$ cat src/rtl/lcd_frame_arbiter.sv
// Frame-atomic round-robin arbiter sharing the LCD_control byte interface between two frame sources.
// Optional stall watchdog enabled by `define LCD_ARB_TIMEOUT_EN.
module lcd_frame_arbiter #(
  parameter int unsigned FRAME_BYTES    = 1024,
  parameter int unsigned CNT_W          = 11,
  parameter int unsigned GAP_CYCLES     = 4,
  parameter int unsigned TIMEOUT_CYCLES = 65535
) (
  input  logic       clk,
  input  logic       rst_n,
  input  logic [1:0] req,
  input  logic [7:0] src0_data,
  input  logic       src0_valid,
  input  logic [7:0] src1_data,
  input  logic       src1_valid,
  input  logic       lcd_en_tran,
  output logic       src0_en,
  output logic       src1_en,
  output logic [7:0] lcd_data,
  output logic       lcd_valid,
  output logic [1:0] gnt,
  output logic       busy,
  output logic       frame_done,
  output logic       err_timeout
);

  localparam int unsigned GAP_W = (GAP_CYCLES > 1) ? $clog2(GAP_CYCLES) : 1;

  if ((FRAME_BYTES == 0) || ((64'(1) << CNT_W) <= 64'(FRAME_BYTES)) ||
      (GAP_CYCLES == 0) || (TIMEOUT_CYCLES == 0)) begin : g_param_err
    $error("lcd_frame_arbiter: invalid parameter set");
  end

  typedef enum logic [1:0] {ST_IDLE, ST_GRANT, ST_GAP} state_e;

  state_e           state_q, state_d;
  logic [1:0]       gnt_q, gnt_d;
  logic             rr_last_q, rr_last_d;
  logic [CNT_W-1:0] byte_cnt_q, byte_cnt_d;
  logic [GAP_W-1:0] gap_cnt_q, gap_cnt_d;
  logic [7:0]       lcd_data_q, lcd_data_d;
  logic             lcd_valid_q, lcd_valid_d;
  logic             frame_done_q, frame_done_d;
  logic             busy_q, busy_d;
  logic             pick1;
  logic [7:0]       sel_data;
  logic             sel_valid;

`ifdef LCD_ARB_TIMEOUT_EN
  localparam int unsigned STALL_W = $clog2(TIMEOUT_CYCLES + 1);
  logic [STALL_W-1:0] stall_cnt_q, stall_cnt_d;
  logic               err_timeout_q, err_timeout_d;
`endif

  // Only the granted source is forwarded; the other is ignored entirely.
  assign sel_data  = gnt_q[1] ? src1_data  : src0_data;
  assign sel_valid = gnt_q[1] ? src1_valid : src0_valid;
  assign pick1     = req[1] & (~req[0] | ~rr_last_q);

  always_ff @(posedge clk) begin
    if (!rst_n) begin
      state_q      <= ST_IDLE;
      gnt_q        <= 2'b00;
      rr_last_q    <= 1'b1;
      byte_cnt_q   <= '0;
      gap_cnt_q    <= '0;
      lcd_data_q   <= 8'h00;
      lcd_valid_q  <= 1'b0;
      frame_done_q <= 1'b0;
      busy_q       <= 1'b0;
`ifdef LCD_ARB_TIMEOUT_EN
      stall_cnt_q   <= '0;
      err_timeout_q <= 1'b0;
`endif
    end else begin
      state_q      <= state_d;
      gnt_q        <= gnt_d;
      rr_last_q    <= rr_last_d;
      byte_cnt_q   <= byte_cnt_d;
      gap_cnt_q    <= gap_cnt_d;
      lcd_data_q   <= lcd_data_d;
      lcd_valid_q  <= lcd_valid_d;
      frame_done_q <= frame_done_d;
      busy_q       <= busy_d;
`ifdef LCD_ARB_TIMEOUT_EN
      stall_cnt_q   <= stall_cnt_d;
      err_timeout_q <= err_timeout_d;
`endif
    end
  end

  always_comb begin
    state_d      = state_q;
    gnt_d        = gnt_q;
    rr_last_d    = rr_last_q;
    byte_cnt_d   = byte_cnt_q;
    gap_cnt_d    = gap_cnt_q;
    lcd_data_d   = 8'h00;
    lcd_valid_d  = 1'b0;
    frame_done_d = 1'b0;
`ifdef LCD_ARB_TIMEOUT_EN
    stall_cnt_d   = '0;
    err_timeout_d = err_timeout_q;
`endif
    case (state_q)
      ST_IDLE: begin
        if (req != 2'b00) begin
          state_d    = ST_GRANT;
          gnt_d      = pick1 ? 2'b10 : 2'b01;
          rr_last_d  = pick1;
          byte_cnt_d = '0;
        end
      end
      ST_GRANT: begin
        lcd_data_d  = sel_data;
        lcd_valid_d = sel_valid;
        if (sel_valid) begin
          if (byte_cnt_q == CNT_W'(FRAME_BYTES - 1)) begin
            byte_cnt_d   = '0;
            gnt_d        = 2'b00;
            frame_done_d = 1'b1;
            gap_cnt_d    = '0;
            state_d      = ST_GAP;
          end else begin
            byte_cnt_d = byte_cnt_q + CNT_W'(1);
          end
        end
`ifdef LCD_ARB_TIMEOUT_EN
        // Stalled too long: abandon the frame without a frame_done pulse.
        else if (stall_cnt_q == STALL_W'(TIMEOUT_CYCLES - 1)) begin
          byte_cnt_d    = '0;
          gnt_d         = 2'b00;
          gap_cnt_d     = '0;
          err_timeout_d = 1'b1;
          state_d       = ST_GAP;
        end else begin
          stall_cnt_d = stall_cnt_q + STALL_W'(1);
        end
`endif
      end
      ST_GAP: begin
        if (gap_cnt_q == GAP_W'(GAP_CYCLES - 1)) begin
          state_d = ST_IDLE;
        end else begin
          gap_cnt_d = gap_cnt_q + GAP_W'(1);
        end
      end
      default: state_d = ST_IDLE;
    endcase
    busy_d = (state_d != ST_IDLE);
  end

  assign src0_en    = lcd_en_tran & gnt_q[0];
  assign src1_en    = lcd_en_tran & gnt_q[1];
  assign lcd_data   = lcd_data_q;
  assign lcd_valid  = lcd_valid_q;
  assign gnt        = gnt_q;
  assign busy       = busy_q;
  assign frame_done = frame_done_q;
`ifdef LCD_ARB_TIMEOUT_EN
  assign err_timeout = err_timeout_q;
`else
  assign err_timeout = 1'b0;
`endif

endmodule

$ cat config.mk
export PLATFORM = sky130hd
export DESIGN_NAME = lcd_frame_arbiter
export DESIGN_NICKNAME = d
export VERILOG_FILES = /design/src/rtl/lcd_frame_arbiter.sv
export SDC_FILE = /design/constraint.sdc
export NUM_CORES = 1
export LEC_CHECK = 0
export BUFFER_PORTS_ARGS = -buffer_cell sky130_fd_sc_hd__buf_4
export CORE_MARGIN = 1.5
export CORE_UTILIZATION = 54
export CTS_CLUSTER_DIAMETER = 60
export CTS_CLUSTER_SIZE = 24
export DETAILED_ROUTE_END_ITERATION = 10
export PLACE_DENSITY = 0.85
export SYNTH_ARGS = -nofsm -noshare
export SYNTH_HDL_FRONTEND = slang
export SYNTH_SLANG_ARGS = --single-unit
export TNS_END_PERCENT = 5
$ cat constraint.sdc
create_clock -name clk -period 2.5 [get_ports clk]
set_input_delay 0.125 -clock clk [delete_from_list [all_inputs] [get_ports clk]]
set_output_delay 0.125 -clock clk [all_outputs]
set_load 0.01 [all_outputs]
; ---- Word level (Yosys, flattened, before mapping)
; Cells that the tools add are included.
; W data, S select, Z words.
[op_classes]
n_eq_ne = 8
n_reduce_logical = 11
bitwise_logic = 6
mux = 19
add_sub_neg = 2
[op_table]
columns = operator, n
row1 = $mux W11, 3
row2 = $pmux W11 S2, 1
row3 = $mux W2, 9
row4 = $add A11 B1 Y11 const B, 1
row5 = $eq A11 B10 Y1 const B, 1
row6 = $mux W8, 1
row7 = $ne A2 B2 Y1 const B, 4
row8 = $pmux W2 S2, 2
row9 = $reduce_and A4 Y1, 2
row10 = $reduce_bool A2 Y1, 4
row11 = $pmux W2 S3, 1
row12 = $reduce_and A3 Y1, 2
row13 = $eq A2 B2 Y1 const B, 2
row14 = $reduce_and A2 Y1, 2
row15 = $and A1 B1 Y1, 3
row16 = $add A2 B1 Y2 const B, 1
row17 = $eq A2 B1 Y1 const B, 1
row18 = $logic_not A2 Y1, 1
row19 = $mux W1, 2
row20 = $not A1 Y1, 2
row21 = $or A1 B1 Y1, 1
[word_totals]
elab_cells = 55
reg_bits = 29
inputBits = 23
output_inout_bits = 16

; ---- Logic depth before layout (Yosys ltp)
; Gate-level depths: netlist (run 1).
[logic_depth]
ltp_word = 6
depth_mapped = 8
ltp_nobuf = 5

; ---- Worst setup path after synthesis (run 1)
; OpenSTA, ideal clock, no wires.
[synth_timing]
path_type = register to register
start = register gnt_q[1], in the netlist gnt[1]
end = register gnt_q[1], in the netlist gnt[1]
required_ps = 2430
setup_time_ps = 70
synth_period_minus_slack_ps = 1589
path_slack_ps = 911
arrival_time_ps = 1519
stages_incl_launch_ff = 7
n_path_buf = 2
path_cell_list = dfxtp_1 -> mux2_2 -> a22oi_2 -> buf_6 -> buf_2 -> a32oi_1 -> a21oi_1
[synth_between]
elab_chain_cells = 3
[synth_lines]
columns = item, line
row1 = from (decl), 37  ; logic [1:0] gnt_q, gnt_d;
row2 = from (signal assigned), 77  ; gnt_q <= gnt_d;
row3 = $mux W1, 57  ; assign sel_valid = gnt_q[1] ? src1_valid : src0_valid;
row4 = $ne A2 B2 Y1 (no line), n/a
row5 = $reduce_and A4 Y1 (no line), n/a
; Every way passes these cells.
; A chain may end at the register's enable or synchronous reset.

; ---- Final worst setup path (run 1)
[layout_timing]
start = register state_q[0]
end = register byte_cnt_q[3]
[layout_between]
elab_chain_cells = 3
word_cells_on_any_way = 7
classes_between = eq/ne (3) / mux (1) / reduce/logical (3)
[layout_lines]
columns = item, line
row1 = from (decl), 36  ; state_e state_q, state_d;
row2 = from (signal assigned), 76  ; state_q <= state_d;
row3 = $eq A2 B1 Y1 or $logic_not A2 Y1 (tied branches), 105  ; case (state_q)
row4 = $ne A2 B2 Y1 (no line) or $reduce_bool A2 Y1 (tied branches), n/a
row5 = $reduce_and A3 Y1 (no line), n/a
row6 = to (signal assigned), 79  ; byte_cnt_q <= byte_cnt_d;
row7 = to (decl), 39  ; logic [CNT_W-1:0] byte_cnt_q, byte_cnt_d;
; Several ways; a longest one is shown, not always the timed one.

==> summary.txt, run 1 <==
Finish
  – Filler cells: 172
  – Post-route cell area: 1720 um^2
  – Proportion of layout cells with a drive suffix above 1: 26.7%
  – Synth-to-layout area growth: 28.0%
  – Reg area: 581 um^2
  – Net count, final: 215
  – Area occupied by multi-input gates: 704 um^2
  – Antenna cells: 0
  – Final Util: 75.7%

Synthesis
  – Synth top area cells: dfxtp_1 (43%), mux2i_1 (6.7%), a21oi_1 (4.5%), nand2_1 (3.9%), nor2_1 (3.9%)
  – Top cells by count, synth: dfxtp_1 (29), nand2_1 (14), nor2_1 (14)
  – EDFF count, synth: 0
  – #FFs+latches synth: 29
  – Syn_area_per_cell: 8.80 um^2
  – Sequential area share after synthesis: 43.1%
  – Post-synth ARST share: 0%
  – Mapped Cells: 153
  – Syn. warnings: 0
  – Post-synth top area cell: dfxtp_1
  – Synthesized cell area: 1350 um^2
  – Net Count, Synth: 178
  – Netlist cell types: 44
  – Top-count cell post-synth: dfxtp_1
  – Post-synth top area share: 43.1%
  – Main synth FF type: dfxtp_1

Routing
  – Via count: 1289
  – First-pass DRT Iterations: 4
  – Post-route ant nets: 0
  – DRT Wirelength: 3180 um
  – DRC: 0
  – Post-DR vias/cell: 5.89
  – Avg WL per Cell: 14.5 um
  – DRT iter0 DRCs: 38

Timing
  – RSZ-0062 raised after global routing: no
  – Fmax: 506 MHz
  – Hold_ws: 0.00648 ns
  – Fin. max-slew vios: 0
  – Setup TNS: 0 ns
  – Setup Skew: 0.00841 ns
  – Worst-Margin Slew: 0.545 ns
  – Period utilisation layout: 79.0%
  – Final hold violation count: 0
  – Final setup violation count: 0
  – Relative slew slack: 63.6%
  – Minimum clock period: 1.98 ns

Placement
  – Routability cong.: 0.801
  – Port Buffers: 37
  – Area post-placement: 1620 um^2
  – Dpl hpwl: 2290 um

Global route
  – GRT Total Usage: 24.4%
  – Grt ovf: 0
  – Vias in the first global route: 1141
  – Largest net degree at the start of global routing: 15
  – First-pass GRT wire length: 4860 um
  – Antenna violations before repair: 0

Worst hold path
  – Worst Hold Class: input port to register

Critical path
  – CP max-delay cell: dfxtp_1
  – WP data required: 2.77 ns
  – Crit path DAT: 2.24 ns
  – CP cell instances: and2b_1, a22oi_2, buf_4, or4_1, a21oi_1
  – CP max FO: 13
  – Setup CP Type: register to register
  – CP Launch Type: register
  – Max stage delay on crit path: 0.51 ns
  – Element type at the critical path end: register

CTS
  – Clock-pin slew of the registers on the worst-case setup and hold paths: 0.10 ns
  – Hold Buf Count CTS: 0
  – CTS tree: done
  – CTS Buf Count: 5
  – CTS sink count: 29
  – Deepest level of the CTS H-tree: 2
  – Maximum buffer depth of the clock tree: 2
  – Skew-Pair Late Insertion Delay: 0.34 ns
  – Resize count post-CTS: 0
  – Post-CTS setup buffers: 0
  – Clk root buf: clkbuf_4

Power and ir drop
  – Total power: 1.12 mW
  – Leak: 0.706 nW
  – P per Cell Area: 651 nW/um^2
  – Maximum vdd drop: 617 uV

Floorplanning
  – Placement row count: 17
  – Die Area: 2800 um^2
  – Top Ports: 39
  – Die width: 52.9 um
  – Initial Util: 59.2%
  – Die height: 52.9 um
  – Core area: 2280 um^2

Run
  – Max Cap Viol: 0

Run status
  – Status: finished, final reports clean
[layout by cell type (no fill, tap or decap), types with 2 or more instances in the layout]
cell type / netlist / final
o21ai_1: 5 / 5
nand3b_1: 2 / 2
o21a_1: 2 / 2
or4b_1: 2 / 2
o31ai_1: 3 / 3
and3_1: 2 / 2
o21ai_0: 2 / 2
nand4_1: 3 / 3
bufinv_16: 0 / 2
dfxtp_1: 29 / 29
mux2i_1: 9 / 9
ha_1: 2 / 2
nor2_1: 14 / 14
inv_1: 2 / 2
nand3_1: 7 / 7
nand2b_1: 2 / 2
and2_1: 5 / 5
a31oi_1: 2 / 2
buf_4: 3 / 39
a21oi_1: 12 / 12
o221ai_1: 2 / 2
a22o_1: 2 / 2
nand2_1: 14 / 14
nor3_1: 2 / 2
or4_1: 3 / 3
clkbuf_4: 0 / 5
[area by class of cell]
cell class | count | area share, %
clock buffers | 5 | 2.18
clock inverters | 3 | 3.78
inverters | 2 | 0.436
multi-input cells | 113 | 40.9
flip-flops and latches | 29 | 33.7
well taps | 28 | 2.03
repair buffers | 39 | 17.0
[stage by stage]
step / instances / worst slack, ns
final: 219 / 0.525
after global routing: 219 / 0.444
after CTS: 219 / 0.551
after detailed placement: 211 / 0.585
after global placement: 211 / 0.701
after floorplan: 153 / 0.911
[kinds of logic (layout without fill, tap and decap cells)]
group / after synthesis / after routing / share of synthesized area, %
other: 1 / 1 / 0.279
adder cells (fa/ha/maj): 2 / 2 / 1.86
AND/OR/NAND/NOR: 63 / 63 / 24.7
flip-flops: 29 / 29 / 43.1
buffers and inverters: 11 / 49 / 4.55
multiplexers: 10 / 10 / 7.53
AO/OA/AOI/OAI: 37 / 37 / 17.9
[state kept, by name (all words and copies together), names as in the netlist]
name	cells
lcd_data	8
state_q	2
busy	1
lcd_valid	1
byte_cnt_q	11
gap_cnt_q	2
frame_done	1
rr_last_q	1
gnt	2
[worst max-delay path: cells and delay by family (launching register included)]
family	cells	cell delay, ns
and+or+nand+nor	2	0.82
DFF	1	0.51
AOI/OAI and AO/OA	2	0.35
buffers and inverters	1	0.23
[report_power, final]
group | internal, mW | leakage (nW) | switching (mW) | total, mW
Sequential | 0.478 | 0.236 | 0.0102 | 0.488
Combinational | 0.0730 | 0.415 | 0.0771 | 0.150
Clock | 0.309 | 0.0552 | 0.173 | 0.483
[worst paths after layout]
path                       start  depth (start not counted)  slack, ns        endpoint
setup reg to reg      state_q[0]                          5       0.52   byte_cnt_q[3]
hold / removal      src0_data[4]                          3      0.006     lcd_data[4]
setup / recovery      state_q[0]                          5       0.52   byte_cnt_q[3]
hold reg to reg   byte_cnt_q[10]                          2       0.43  byte_cnt_q[10]
[routing by layer]
| layer | vias to the layer above | routed length [um] | part of all wire (%) | global-route usage, % |
|---|---|---|---|---|
| li1 | 628 | - | - | - |
| met1 | 612 | 1310 | 41 | 28.3 |
| met2 | 41 | 1640 | 52 | 39.2 |
| met3 | 8 | 163 | 5.1 | 6.78 |
| met4 | 0 | 65 | 2.0 | 15.8 |
| met5 | - | 0 | 0 | 0 |
Power figures use the tool's default switching activity.
==> run 2: changes to the inputs <==
- ABC_AREA: default -> 1
- CORE_UTILIZATION: 54 -> 50
- PLACE_DENSITY: 0.85 -> 0.79
- clock period: 2.5 -> 2.1 ns (I/O delays scaled with it)
==> summary.txt, run 2 <==
Synthesis
  – Netlist cell types: 25 (was 44)
  – Synthesized cell area: 1370 um^2 (was 1350 um^2)
  – Main synth FF type: dfxtp_1 (unchanged)
  – EDFF count, synth: 0 (unchanged)
  – Top-count cell post-synth: nand2_1 (was dfxtp_1)
  – Top cells by count, synth: nand2_1 (58), nor2_1 (31), dfxtp_1 (29) (was dfxtp_1 (29), nand2_1 (14), nor2_1 (14))
  – Synth top area cells: dfxtp_1 (42%), nand2_1 (16%), nor2_1 (8.5%), inv_1 (6.6%), nand3_1 (5.5%) (was dfxtp_1 (43%), mux2i_1 (6.7%), a21oi_1 (4.5%), nand2_1 (3.9%), nor2_1 (3.9%))
  – Post-synth top area share: 42.5% (was 43.1%)
  – Syn. warnings: 0 (unchanged)
  – Post-synth ARST share: 0% (unchanged)
  – #FFs+latches synth: 29 (unchanged)
  – Mapped Cells: 201 (was 153)
  – Net Count, Synth: 226 (was 178)
  – Sequential area share after synthesis: 42.5% (was 43.1%)
  – Post-synth top area cell: dfxtp_1 (unchanged)
  – Syn_area_per_cell: 6.80 um^2 (was 8.80 um^2)

Placement
  – Routability cong.: 0.868 (was 0.801)
  – Dpl ws: 0.560 ns (was 0.585 ns)
  – Port Buffers: 37 (unchanged)
  – Dpl hpwl: 2270 um (was 2290 um)

Routing
  – DRC: 0 (unchanged)
  – DRT iter0 DRCs: 62 (was 38)
  – DRT Wirelength: 2930 um (was 3180 um)
  – First-pass DRT Iterations: 4 (unchanged)
  – Avg WL per Cell: 10.8 um (was 14.5 um)
  – Via count: 1285 (was 1289)
  – Post-route ant nets: 0 (unchanged)
  – Post-DR vias/cell: 4.72 (was 5.89)

Critical path
  – Crit path DAT: 1.78 ns (was 2.24 ns)
  – CP Launch Type: register (unchanged)
  – Reg2Reg Depth: 8 (was 5)
  – Worst reg2reg path endpoint: byte_cnt_q[10] (was byte_cnt_q[3])
  – Setup CP Type: register to register (unchanged)
  – Max stage delay on crit path: 0.39 ns (was 0.51 ns)
  – FF-to-FF Start: byte_cnt_q[0] (was state_q[0])
  – Element type at the critical path end: register (unchanged)
  – CP max FO: 8 (was 13)
  – CP max-delay cell: dfxtp_1 (unchanged)
  – CP cell instances: ha_1, nand2_1, nor2_2, nand3_1, nand2_1, nand2_1, nand2_2, nor2_1 (was and2b_1, a22oi_2, buf_4, or4_1, a21oi_1)
  – CP dominant cell by count: nand2_1
  – Reg2Reg Setup Slack: 0.53 ns (was 0.52 ns)
  – WP data required: 2.31 ns (was 2.77 ns)

Worst hold path
  – Hold Path End: lcd_data[6] (was lcd_data[4])
  – Hold Startpoint: src0_data[6] (was src0_data[4])
  – Hold depth: 3 (unchanged)
  – Worst Hold Class: input port to register (unchanged)

Power and ir drop
  – Leak: 0.856 nW (was 0.706 nW)
  – Register share of total power: 47.0% (was 43.5%)
  – Clock power frac: 38.5% (was 43.1%)
  – Logic gate share of total power: 14.5% (was 13.4%)
  – Sw frac: 25.1% (was 23.3%)
  – P per Cell Area: 717 nW/um^2 (was 651 nW/um^2)
  – Sw Pwr: 0.313 mW (was 0.261 mW)
  – Maximum vdd drop: 583 uV (was 617 uV)
  – Internal: 0.935 mW (was 0.860 mW)
  – Total power: 1.25 mW (was 1.12 mW)

Finish
  – Proportion of layout cells with a drive suffix above 1: 24.8% (was 26.7%)
  – Largest Register: byte_cnt_q (unchanged)
  – Antenna cells: 0 (unchanged)
  – Net count, final: 266 (was 215)
  – Filler cells: 221 (was 172)
  – Commonest non-fill, non-tap cell in the layout: nand2_1 (was buf_4)
  – Synth-to-layout area growth: 27.4% (was 28.0%)
  – Max FFs per register: 11 (unchanged)
  – Most frequent cells in the layout: nand2_1 (58), buf_4 (38), nor2_1 (31) (was buf_4 (39), dfxtp_1 (29), nand2_1 (14), nor2_1 (14), a21oi_1 (12))

Floorplanning
  – Die height: 55.3 um (was 52.9 um)
  – Placement row count: 18 (was 17)
  – Die Area: 3060 um^2 (was 2800 um^2)
  – Top Ports: 39 (unchanged)
  – Die width: 55.3 um (was 52.9 um)
  – Initial Util: 54.2% (was 59.2%)
  – Core area: 2520 um^2 (was 2280 um^2)

Global route
  – Largest net degree at the start of global routing: 21 (was 15)
  – Vias in the first global route: 1201 (was 1141)
  – GRT Total Usage: 20.1% (was 24.4%)
  – First-pass GRT wire length: 4870 um (was 4860 um)
  – Grt ovf: 0 (unchanged)
  – Antenna violations before repair: 0 (unchanged)

CTS
  – Clock-pin slew of the registers on the worst-case setup and hold paths: 0.10 ns (about the same)
  – Deepest level of the CTS H-tree: 2 (unchanged)
  – Resize count post-CTS: 0 (unchanged)
  – Skew-Pair Late Insertion Delay: 0.32 ns (was 0.34 ns)
  – CTS sink count: 29 (unchanged)
  – Maximum buffer depth of the clock tree: 2 (unchanged)
  – Clk root buf: clkbuf_4 (unchanged)
  – Post-CTS setup buffers: 0 (unchanged)
  – CTS tree: done (unchanged)
  – CTS Buf Count: 5 (unchanged)
  – Hold Buf Count CTS: 0 (unchanged)

Timing
  – Setup TNS: 0 ns (unchanged)
  – Setup Skew: 0.00504 ns (was 0.00841 ns)
  – Final setup violation count: 0 (unchanged)
  – Final hold violation count: 0 (unchanged)
  – RSZ-0062 raised after global routing: no (unchanged)
  – Fmax: 637 MHz (was 506 MHz)
  – Minimum clock period: 1.57 ns (was 1.98 ns)
  – Fin. max-slew vios: 0 (unchanged)
  – Worst Slack Setup Final: 0.531 ns (was 0.525 ns)
  – Period utilisation layout: 74.7% (was 79.0%)

Run status
  – Status: finished, final reports clean (unchanged)

Run
  – Max Cap Viol: 0 (unchanged)
-- run 2: cell types whose count changed in the layout (fill, tap and decap cells not counted), moves of 5 or more --
cell / delta
mux2i_1: -9
inv_1: +22
nand2_2: +5
nand2_1: +44
and2_1: -5
o21ai_1: -5
nand3_1: +8
nor2_1: +17
-- run 2: layout make-up --
class	count	area [um^2]	area share [%]
multi-input combinational	141	652	37.4
clock inverter	2	37.5	2.16
inverter	26	97.6	5.60
clock buffer	6	51.3	2.95
sequential	29	581	33.3
tap	30	37.5	2.16
timing repair buffer	38	285	16.4
-- run 2: logic make-up (layout without fill, tap and decap cells) --
family / Yosys count / count (layout) / share of synthesized area [%]
AND/OR/NAND/NOR: 120 / 120 / 38.2
buffers and inverters: 31 / 72 / 9.88
flip-flops: 29 / 29 / 42.5
AO/OA/AOI/OAI: 17 / 17 / 6.68
adder cells (fa/ha/maj): 2 / 2 / 1.83
other: 1 / 1 / 0.274
XOR/XNOR: 1 / 1 / 0.641
-- run 2: power groups by stage --
stage / logic, mW / clock network (mW) / registers [mW]
floorplan: 0.108 / 0 / 0.605
finish: 0.181 / 0.481 / 0.587
CTS: 0.182 / 0.489 / 0.587
detailed placement: 0.182 / 0 / 0.599
global placement: 0.180 / 0 / 0.598
global route: 0.201 / 0.519 / 0.589
-- run 2: metal layers --
| metal | up-vias | wire length, um | GRT usage [%] | part of all wire [%] |
|---|---|---|---|---|
| li1 | 703 | - | - | - |
| met3 | 2 | 112 | 6.56 | 3.8 |
| met5 | - | 0 | 0 | 0 |
| met2 | 27 | 1520 | 34.7 | 52 |
| met4 | 0 | 18 | 7.32 | 0.61 |
| met1 | 553 | 1280 | 23.1 | 44 |
-- run 2: metrics by stage --
stage	utilization (%)	instances	instance area [um^2]	hold slack, ns
6_report	69.0	272	1740	0.0368
4_1_cts	69.0	272	1740	0.0273
3_3_place_gp	65.5	264	1650	0.362
5_1_grt	69.0	272	1740	0.0205
2_1_floorplan	-	201	1370	0.250
3_5_place_dp	65.5	264	1650	0.369
-- run 2: worst max-delay path: cells and delay by family, from the launching register on --
family | cells | cell delay, ns
adder cells (fa/ha/maj) | 1 | 0.20
flip-flops | 1 | 0.39
AND/OR/NAND/NOR | 7 | 0.86
-- run 2: worst max path at each step --
stage | from | endpoint | slack, ns | cells past startpoint
6_report | byte_cnt_q[0] | byte_cnt_q[10] | 0.53 | 8
3_5_place_dp | byte_cnt_q[0] | byte_cnt_q[9] | 0.56 | 8
3_3_place_gp | gnt[1] | byte_cnt_q[8] | 0.62 | 8
2_1_floorplan | byte_cnt_q[0] | byte_cnt_q[0] | 0.76 | 8
5_1_grt | byte_cnt_q[1] | byte_cnt_q[6] | 0.37 | 8
4_1_cts | byte_cnt_q[0] | byte_cnt_q[10] | 0.53 | 8
